[src/rtl/mul_share_pkg.sv]
// mul_share_pkg: shared types and constants for the two-client multiplier
// sequencer. Holds the controller state encoding, the default datapath
// width and the requester index constants used to address grant vectors.
package mul_share_pkg;

  localparam int WIDTH_DEF = 16;

  // Bit positions of each requester inside two-bit grant/request vectors.
  localparam int REQ0 = 0;
  localparam int REQ1 = 1;

  typedef enum logic [2:0] {
    IDLE  = 3'd0,
    LOADA = 3'd1,
    LOADB = 3'd2,
    ADD   = 3'd3,
    DONE  = 3'd4
  } state_t;

endpackage

[src/rtl/mul_share_ctrl_rr_arb2.sv]
// rr_arb2: two-way round-robin arbiter.
// Ports:
//   clk, rst_n : clock, asynchronous active-low reset
//   req[1:0]   : request vector (bit 0 = requester 0)
//   advance    : accept the current grant and move the last-grant pointer
//   gnt[1:0]   : one-hot combinational grant (zero when nothing requests)
// The pointer resets to "requester 1 granted last" so requester 0 wins the
// first contended arbitration.
module rr_arb2 (
  input  logic       clk,
  input  logic       rst_n,
  input  logic [1:0] req,
  input  logic       advance,
  output logic [1:0] gnt
);

  logic last_r;

  // Grant selection: a lone request wins; on a tie the side not served last wins.
  always_comb begin
    gnt = 2'b00;
    case (req)
      2'b01:   gnt = 2'b01;
      2'b10:   gnt = 2'b10;
      2'b11:   gnt = last_r ? 2'b01 : 2'b10;
      default: gnt = 2'b00;
    endcase
  end

  // Last-grant pointer, updated only when a grant is actually taken.
  always_ff @(posedge clk or negedge rst_n) begin
    if (!rst_n) begin
      last_r <= 1'b1;
    end else if (advance && (gnt != 2'b00)) begin
      last_r <= gnt[1];
    end else begin
      last_r <= last_r;
    end
  end

endmodule

[src/rtl/mul_share_ctrl.sv]
// mul_share_ctrl: shares one repeated-addition multiplier datapath between
// two requesters. Arbitrates round-robin, loads the winner's operands over
// the single data bus, iterates P <= P + A / B <= B - 1 until B == 0 and
// returns the product with a one-cycle done pulse.
// Ports:
//   clk, rst_n               : clock, asynchronous active-low reset
//   req0/a0/b0, req1/a1/b1   : requester request level and operands
//   gnt0, gnt1               : one-hot grant, held for the whole operation
//   done0, done1             : one-cycle completion pulse to the granted side
//   result                   : product, valid while a done pulse is high
//   busy                     : high whenever the controller is not idle
//   dp_data_in, dp_ld*/clrP/decB : datapath data bus and controls
//   dp_eqz, dp_result        : datapath B==0 flag and P register
module mul_share_ctrl
  import mul_share_pkg::*;
#(
  parameter int WIDTH = WIDTH_DEF
) (
  input  logic             clk,
  input  logic             rst_n,
  input  logic             req0,
  input  logic [WIDTH-1:0] a0,
  input  logic [WIDTH-1:0] b0,
  input  logic             req1,
  input  logic [WIDTH-1:0] a1,
  input  logic [WIDTH-1:0] b1,
  output logic             gnt0,
  output logic             gnt1,
  output logic             done0,
  output logic             done1,
  output logic [WIDTH-1:0] result,
  output logic             busy,
  output logic [WIDTH-1:0] dp_data_in,
  output logic             dp_ldA,
  output logic             dp_ldB,
  output logic             dp_ldP,
  output logic             dp_clrP,
  output logic             dp_decB,
  input  logic             dp_eqz,
  input  logic [WIDTH-1:0] dp_result
);

  state_t     state_r;
  state_t     state_s;
  logic [1:0] gnt_r;
  logic [1:0] arb_gnt;
  logic       arb_advance;

  // Arbitration only happens while idle; requests arriving while busy wait.
  assign arb_advance = (state_r == IDLE);

  rr_arb2 u_arb (
    .clk     (clk),
    .rst_n   (rst_n),
    .req     ({req1, req0}),
    .advance (arb_advance),
    .gnt     (arb_gnt)
  );

  // State register.
  always_ff @(posedge clk or negedge rst_n) begin
    if (!rst_n) begin
      state_r <= IDLE;
    end else begin
      state_r <= state_s;
    end
  end

  // Grant register: captured on leaving IDLE, cleared when DONE exits.
  always_ff @(posedge clk or negedge rst_n) begin
    if (!rst_n) begin
      gnt_r <= 2'b00;
    end else if (state_r == IDLE) begin
      gnt_r <= arb_gnt;
    end else if (state_r == DONE) begin
      gnt_r <= 2'b00;
    end else begin
      gnt_r <= gnt_r;
    end
  end

  // Next-state and Moore output decode; operand mux follows the held grant.
  always_comb begin
    state_s    = state_r;
    dp_data_in = {WIDTH{1'b0}};
    dp_ldA     = 1'b0;
    dp_ldB     = 1'b0;
    dp_ldP     = 1'b0;
    dp_clrP    = 1'b0;
    dp_decB    = 1'b0;
    done0      = 1'b0;
    done1      = 1'b0;
    result     = {WIDTH{1'b0}};
    case (state_r)
      IDLE: begin
        if (arb_gnt != 2'b00) begin
          state_s = LOADA;
        end else begin
          state_s = IDLE;
        end
      end
      LOADA: begin
        dp_data_in = gnt_r[REQ1] ? a1 : a0;
        dp_ldA     = 1'b1;
        state_s    = LOADB;
      end
      LOADB: begin
        dp_data_in = gnt_r[REQ1] ? b1 : b0;
        dp_ldB     = 1'b1;
        dp_clrP    = 1'b1;
        state_s    = ADD;
      end
      ADD: begin
        // eqz comes straight from the B register, so B == 0 on entry
        // (zero multiplier) exits after a single ADD cycle with P = 0.
        if (dp_eqz) begin
          state_s = DONE;
        end else begin
          dp_ldP  = 1'b1;
          dp_decB = 1'b1;
          state_s = ADD;
        end
      end
      DONE: begin
        done0   = gnt_r[REQ0];
        done1   = gnt_r[REQ1];
        result  = dp_result;
        state_s = IDLE;
      end
      default: begin
        state_s = IDLE;
      end
    endcase
  end

  assign busy = (state_r != IDLE);
  assign gnt0 = gnt_r[REQ0];
  assign gnt1 = gnt_r[REQ1];

endmodule
[config.mk]
export PLATFORM = sky130hd
export DESIGN_NAME = mul_share_ctrl
export DESIGN_NICKNAME = d
export VERILOG_FILES = /design/src/rtl/mul_share_pkg.sv /design/src/rtl/mul_share_ctrl_rr_arb2.sv /design/src/rtl/mul_share_ctrl.sv
export SDC_FILE = /design/constraint.sdc
export NUM_CORES = 1
export LEC_CHECK = 0
export ABC_CLOCK_PERIOD_IN_PS = 1900
export BUFFER_PORTS_ARGS = -buffer_cell sky130_fd_sc_hd__buf_2
export CORE_MARGIN = 4
export CORE_UTILIZATION = 31
export CTS_CLUSTER_SIZE = 8
export DETAILED_ROUTE_END_ITERATION = 8
export PLACE_DENSITY_LB_ADDON = 0.2
export SETUP_SLACK_MARGIN = 0.15
export SLEW_MARGIN = 10
export SYNTH_ARGS = -nofsm -noshare
export SYNTH_HDL_FRONTEND = slang
export SYNTH_SLANG_ARGS = --single-unit
[constraint.sdc]
create_clock -name clk -period 1.9 [get_ports clk]
set_input_delay 0.475 -clock clk [delete_from_list [all_inputs] [get_ports clk]]
set_output_delay 0.475 -clock clk [all_outputs]
set_load 0.005 [all_outputs]
==> impl_results.md, run 1 <==
- Nature of the critical path endpoint: primary output
- Fin Clk Skew: between 0.01 and 0.015 ns
- Dominant cell type by area after synthesis: sky130_fd_sc_hd__mux2i_1
- Final max-slew violation count: 0
- Post-synthesis net count: approximately 190
- CP Data Required Time: 1.42 ns
- CP startpoint kind: flip-flop
- Area Growth Syn to Fin: 96.3%
- Number of DRC violations after detailed routing: 0
- Critical Path Fanout Max: 9
- Maximum root-to-sink buffer count: 2
- Clock tree from TritonCTS: done
- GRT Residual Overflow: 0
- Total global-route track usage: 0.190
- Endpoint of the most critical register-to-register path: u_arb.last_r
- WL/cell: around 15 um
- Arrival time worst endpoint: 1.51 ns
- Final Wtd Congestion: 0.754
- Peak clock frequency supported by timing: 0.504 GHz
- Hold WC Path Type: in2async
- Count of buffers inserted at the top-level ports: between 100 and 150
- Final core utilization: 0.643
- Number of endpoints with negative hold slack in the final report: 0
- Smallest setup slack after layout: -0.0853 ns
- Via count of the first global-routing pass: roughly 1300
- Share of the clock period used by the worst path: 1.04
- Setup CP Type: reg2out
- Unrepaired setup endpoints after global routing: true
- Most common library cell in the layout ignoring fill and taps: sky130_fd_sc_hd__buf_2
- Mapped Cells: between 100 and 150
- HPWL after detailed placement: around 3100 um
- Largest net degree at the start of global routing: 29
- Count of H-tree levels built during CTS: 1
- Mean cell area of the mapped netlist: between 8 and 9 sq um
- CTS Root Cell: sky130_fd_sc_hd__clkbuf_4
- Placed cell count: 260
- Number of warning messages in the yosys log: 0
- Std-Cell Core Area: ~0.0028 sq mm
- Share of post-route cells with drive strength above 1: 0.675
- Tightest Pin Transition: between 0.3 and 0.4 ns
- Worst VDD drop: around 0.75 mV
- Tightest slew margin relative to the limit: 0.734
- CTS Buf Count: 3
- Min cycle time layout: about 2 ns
- Worst reg-to-reg setup slack: 0.49 ns
- Clock Latency Late Sink: ~0.24 ns
- Overall power after layout: around 0.0021 W
- Destination of the critical timing path: dp_data_in[10]
- Reg2reg path depth: 3
- Effective utilization at floorplan: 0.327
- Non-filler cells in the finished layout: between 200 and 300
- Run status: finished with violations
- Final-stage net count: roughly 330
- FF-to-FF Start: state_r[0]
- Die footprint: about 0.0039 sq mm
- Placement row count: 19
- Number of iterations in the first detailed-routing pass: 4
- I/O pins: 127
- Antenna viol nets, final: 0
- Netlist area before placement: ~900 sq um
- Sequential element share of the synthesized area: 0.165
- Antenna cells: 0
- Via count: roughly 1300
- Cell leakage power: slightly above 1 nW
- Antenna violations before repair: 0
- Power density relative to cell area: around 1200 mW/mm^2
- Wire length of the first global-routing pass: 6240 um
- Number of setup violations in the final report: 36
- Post-route worst hold slack: around 0.046 ns
- Max Cap Viol: 0
- Initial DRC Count: between 70 and 80
- Area contributors post-synth: sky130_fd_sc_hd__mux2i_1 (35%), sky130_fd_sc_hd__dfrtp_1 (14%), sky130_fd_sc_hd__and2_1 (12%)
- First element of the critical path: state_r[0]
- Count of state elements after synthesis: 6
- Detailed-route wire length: roughly 4000 um
- Mean number of vias per cell: just under 5
- Number of clock sinks: 6
- Failing checks: negative setup slack
- Unique masters post-synth: 27
- Width of the chip: 62.4 um
- Die outline height: 62.4 um
- Fraction of post-synthesis cell area in the top cell type by area: 0.349
- Clock-pin slew on the worst setup and hold paths: about 0.05 ns
- Highest-count cells in the layout ignoring fill and taps: sky130_fd_sc_hd__buf_2 (124), sky130_fd_sc_hd__mux2i_1 (32), sky130_fd_sc_hd__and2_1 (18), sky130_fd_sc_hd__buf_6 (10), sky130_fd_sc_hd__o22ai_2 (9)
==> cell usage after synthesis <==
cell type and n:
sky130_fd_sc_hd__a2111oi_0 1, sky130_fd_sc_hd__a22o_1 1, sky130_fd_sc_hd__a31o_2 1, sky130_fd_sc_hd__a31oi_1 1
sky130_fd_sc_hd__and2_1 18, sky130_fd_sc_hd__buf_2 8, sky130_fd_sc_hd__buf_4 3, sky130_fd_sc_hd__buf_6 1
sky130_fd_sc_hd__clkbuf_1 1, sky130_fd_sc_hd__dfrtp_1 5, sky130_fd_sc_hd__dfstp_2 1, sky130_fd_sc_hd__inv_1 3
sky130_fd_sc_hd__mux2i_1 32, sky130_fd_sc_hd__nand2_1 2, sky130_fd_sc_hd__nand2b_1 1, sky130_fd_sc_hd__nor2_1 1
sky130_fd_sc_hd__nor2b_1 2, sky130_fd_sc_hd__nor3_1 2, sky130_fd_sc_hd__nor3b_1 1, sky130_fd_sc_hd__nor3b_2 1
sky130_fd_sc_hd__o21a_1 1, sky130_fd_sc_hd__o21ai_0 1, sky130_fd_sc_hd__o21ai_1 1, sky130_fd_sc_hd__o21bai_1 1
sky130_fd_sc_hd__o22ai_1 16, sky130_fd_sc_hd__or3b_1 2, sky130_fd_sc_hd__or4b_1 1
==> layout make-up <==
cell class	instances	area, sq um
Fill cell	265	1000
Timing Repair Buffer	140	811
Multi-Input combinational cell	87	761
Sequential cell	6	153
Tap cell	31	38.8
Clock buffer	4	26.3
Inverter	3	13.8
==> kinds of logic after synthesis <==
logic type,after synthesis,share of synthesized area
AOI/OAI and AO/OA,24,0.172
buffers and inverters,16,0.0967
DFF,6,0.165
muxes,32,0.349
and+or+nand+nor,31,0.218
==> worst max-delay path, cell delays in order (launching register included) <==
cell	delay, ns
sky130_fd_sc_hd__dfrtp_1	0.39
sky130_fd_sc_hd__or3b_4	0.42
sky130_fd_sc_hd__buf_6	0.16
sky130_fd_sc_hd__o22ai_1	0.16
sky130_fd_sc_hd__buf_2	0.14
==> where the power goes <==
part	switching (W)	internal, W
registers	0.0000434	0.000195
logic	0.000787	0.000962
clock network	0.0000476	0.0000796
==> layer usage <==
metal	up-vias	wire, um	GRT usage
li1	662	-	-
met1	589	1450	0.214
met2	54	2180	0.364
met3	0	337	0.0450
met4	0	0	0.0275
met5	-	0	0
==> worst min path at each step <==
| stage | from | end | slack (ns) | cells after the start |
|---|---|---|---|---|
| after floorplan | rst_n | gnt_r[0] | 0.18 | 0 |
| after global placement | rst_n | state_r[2] | 0.31 | 1 |
| after detailed placement | rst_n | state_r[2] | 0.31 | 1 |
| after CTS | rst_n | state_r[2] | 0.04 | 1 |
| after global routing | rst_n | state_r[2] | 0.04 | 1 |
| final | rst_n | state_r[2] | 0.05 | 1 |
==> state kept, by name, summed over array words and instances (netlist names) <==
name,count
u_arb.last_r,1
gnt_r,2
state_r,3
==> repair_timing <==
action / CTS / global route
pin swaps: 2 / 3
gates resized for setup: 19 / 15
cloned: 3 / 0
hold buffers: 0 / 0
setup endpoints to repair: 38 / 40
buffers inserted: 2 / 2
==> stage by stage <==
step	cell area (sq um)	setup slack (ns)	TNS, ns
3_5_place_dp	1580	0.116	0
5_1_grt	1800	-0.167	-4.90
2_1_floorplan	918	0.178	0
3_3_place_gp	1580	0.123	0
6_report	1800	-0.0853	-1.81
4_1_cts	1710	-0.0827	-1.97
Note: power is estimated with default switching activity, not from simulation.
==> inputs of run 2 (changes only) <==
Settings changed: PLACE_DENSITY set to 0.81, PLACE_DENSITY_LB_ADDON 0.2 to unset.
==> impl_results.md, run 2 (synthesis results as in run 1) <==
- Global routing met1 resource utilization: 0.202 (-0.0113)
- Failing checks: negative setup slack
- Final-stage net count: 322 (-1.2%)
- Share of post-route cells with drive strength above 1: 0.627 (-0.0479)
- CTS Root Cell: sky130_fd_sc_hd__clkbuf_4
- GRT Residual Overflow: 0 (unchanged)
- Hold WC Path Type: in2async
- Tightest Pin Transition: 0.347 ns (-0.0422 ns)
- Number of clock sinks: 6 (unchanged)
- Final max-slew violation count: 0 (unchanged)
- Final Wtd Congestion: 0.799 (+5.9%)
- Count of buffers inserted at the top-level ports: 126 (unchanged)
- Placed cell count: 261 (+0.38%)
- Area Growth Syn to Fin: 80.8%
- Max Cap Viol: 0 (unchanged)
- Number of inserted filler cells in the final layout: 267 (+0.75%)
- Biggest registers after layout: state_r (3), gnt_r (2), u_arb.last_r (1)
- Effective utilization at floorplan: 0.327 (unchanged)
- Number of endpoints with negative hold slack in the final report: 0 (unchanged)
- Share of the clock period used by the worst path: 1.04 (-0.00230)
- I/O pins: 127 (unchanged)
- Detailed-route wire length: 3780 um (-4.6%)
- Highest-count cells in the layout ignoring fill and taps: sky130_fd_sc_hd__buf_2 (126), sky130_fd_sc_hd__mux2i_1 (32), sky130_fd_sc_hd__and2_1 (18), sky130_fd_sc_hd__o22ai_1 (16), sky130_fd_sc_hd__buf_4 (7)
- Overall power after layout: 0.00182 W (-14%)
- Global routing usage on met2: 0.357 (-0.00666)
- Wire length of the first global-routing pass: 6200 um (-0.55%)
- Antenna violations before repair: 0 (unchanged)
- Min cycle time layout: 1.98 ns (-0.00438 ns)
- Number of iterations in the first detailed-routing pass: 4 (unchanged)
- Cell leakage power: 0.961 nW (-5.3%)
- Initial DRC Count: 67 (-8.2%)
- Arrival time worst endpoint: 1.51 ns (about the same)
- Critical Path Fanout Max: 17 (+8)
- Peak clock frequency supported by timing: 0.505 GHz (+0.22%)
- Clock tree from TritonCTS: done
- Grt met3 use: 0.0504 (+0.00540)
- Non-filler cells in the finished layout: 267 (-1.5%)
- Power density relative to cell area: 1100 mW/mm^2 (-6.5%)
- CP startpoint kind: flip-flop
- WL/cell: 14.2 um (-3.1%)
- CP Data Required Time: 1.42 ns (about the same)
- Number of DRC violations after detailed routing: 0 (unchanged)
- Width of the chip: 62.4 um (unchanged)
- CTS Buf Count: 3 (unchanged)
- Pre-CTS setup slack: 0.00433 ns (-0.112 ns)
- Total global-route track usage: 0.190 (+0.000214)
- Placement row count: 19 (unchanged)
- Via count of the first global-routing pass: 1329 (+3.8%)
- Clock Latency Late Sink: 0.25 ns (about the same)
- Run status: finished with violations
- Biggest register: state_r
- Maximum root-to-sink buffer count: 2 (unchanged)
- Number of setup violations in the final report: 16 (-56%)
- Largest net degree at the start of global routing: 19 (-34%)
- Std-Cell Core Area: 0.00281 sq mm (unchanged)
- Antenna cells: 0 (unchanged)
- Fin Clk Skew: 0.00365 ns (-0.00667 ns)
- Die outline height: 62.4 um (unchanged)
- Die footprint: 0.00390 sq mm (unchanged)
- Most used routing layer: met2
- Mean number of vias per cell: 4.89 (+1.6%)
- Count of H-tree levels built during CTS: 1 (unchanged)
- Worst VDD drop: 0.666 mV (-11%)
- Unrepaired setup endpoints after global routing: true
- Smallest setup slack after layout: -0.0809 ns (+0.00438 ns)
- Post-route worst hold slack: 0.0440 ns (-0.00167 ns)
- Clock-pin slew on the worst setup and hold paths: 0.05 ns (about the same)
- HPWL after detailed placement: 3170 um (+3.4%)
- Via count: 1306 (+0.077%)
- Flip-flop count of the largest register, all copies and words added: 3 (unchanged)
- Most common library cell in the layout ignoring fill and taps: sky130_fd_sc_hd__buf_2
- Antenna viol nets, final: 0 (unchanged)
- Tightest slew margin relative to the limit: 0.763 (+0.0289)
- Nature of the critical path endpoint: primary output
- Setup CP Type: reg2out
[run 2: path summary, 6_finish.rpt]
check	start	to	slack (ns)	depth (start not counted)
max	state_r[2]	dp_data_in[4]	-0.08	4
min	rst_n	state_r[0]	0.04	1
max reg2reg	state_r[1]	u_arb.last_r	0.49	3
min reg2reg	gnt_r[0]	gnt_r[0]	0.55	2
max in group asynchronous	rst_n	u_arb.last_r	1.63	1
min in group clk	dp_eqz	state_r[1]	0.48	2
[run 2: layout make-up]
cell class              instances  area [sq um]  share of cell area
multi-input cells              87           704               0.424
inverters                       3          11.3             0.00678
flip-flops and latches          6           154              0.0927
repair buffers                136           726               0.437
well taps                      31          38.8              0.0234
clock buffers                   4          26.3              0.0158
[run 2: per-layer routing]
layer	vias up	wire (um)
met5	-	0
met4	0	40
li1	651	-
met2	58	1990
met1	591	1430
met3	6	317
[run 2: timing repair]
action / 4_1_cts / 5_1_grt
resized for setup: 6 / 2
endpoints found under the setup margin: 38 / 40
pin swaps: 1 / 2
buffers inserted: 1 / 1
endpoints found under the hold margin: 0 / 0
hold buffers: 0 / 0
[run 2: where the power goes]
| part | switching [W] | total [W] | leakage (nW) | internal, W |
|---|---|---|---|---|
| clock | 0.0000499 | 0.000130 | 0.0150 | 0.0000798 |
| combinational | 0.000669 | 0.00143 | 0.877 | 0.000764 |
| sequential | 0.0000634 | 0.000259 | 0.0697 | 0.000196 |
| total | 0.000782 | 0.00182 | 0.961 | 0.00104 |
[run 2: critical path: stages, from the launching register on]
cell	delay (ns)
sky130_fd_sc_hd__dfrtp_2	0.42
sky130_fd_sc_hd__or3b_1	0.36
sky130_fd_sc_hd__buf_6	0.17
sky130_fd_sc_hd__o22ai_1	0.17
sky130_fd_sc_hd__buf_2	0.14
[run 2: stage by stage]
stage / area (sq um) / TNS [ns] / util
2_1_floorplan: 918 / 0 / -
3_3_place_gp: 1580 / 0 / 0.565
3_5_place_dp: 1580 / 0 / 0.565
4_1_cts: 1640 / -1.29 / 0.584
5_1_grt: 1660 / -3.19 / 0.592
6_report: 1660 / -1.09 / 0.592
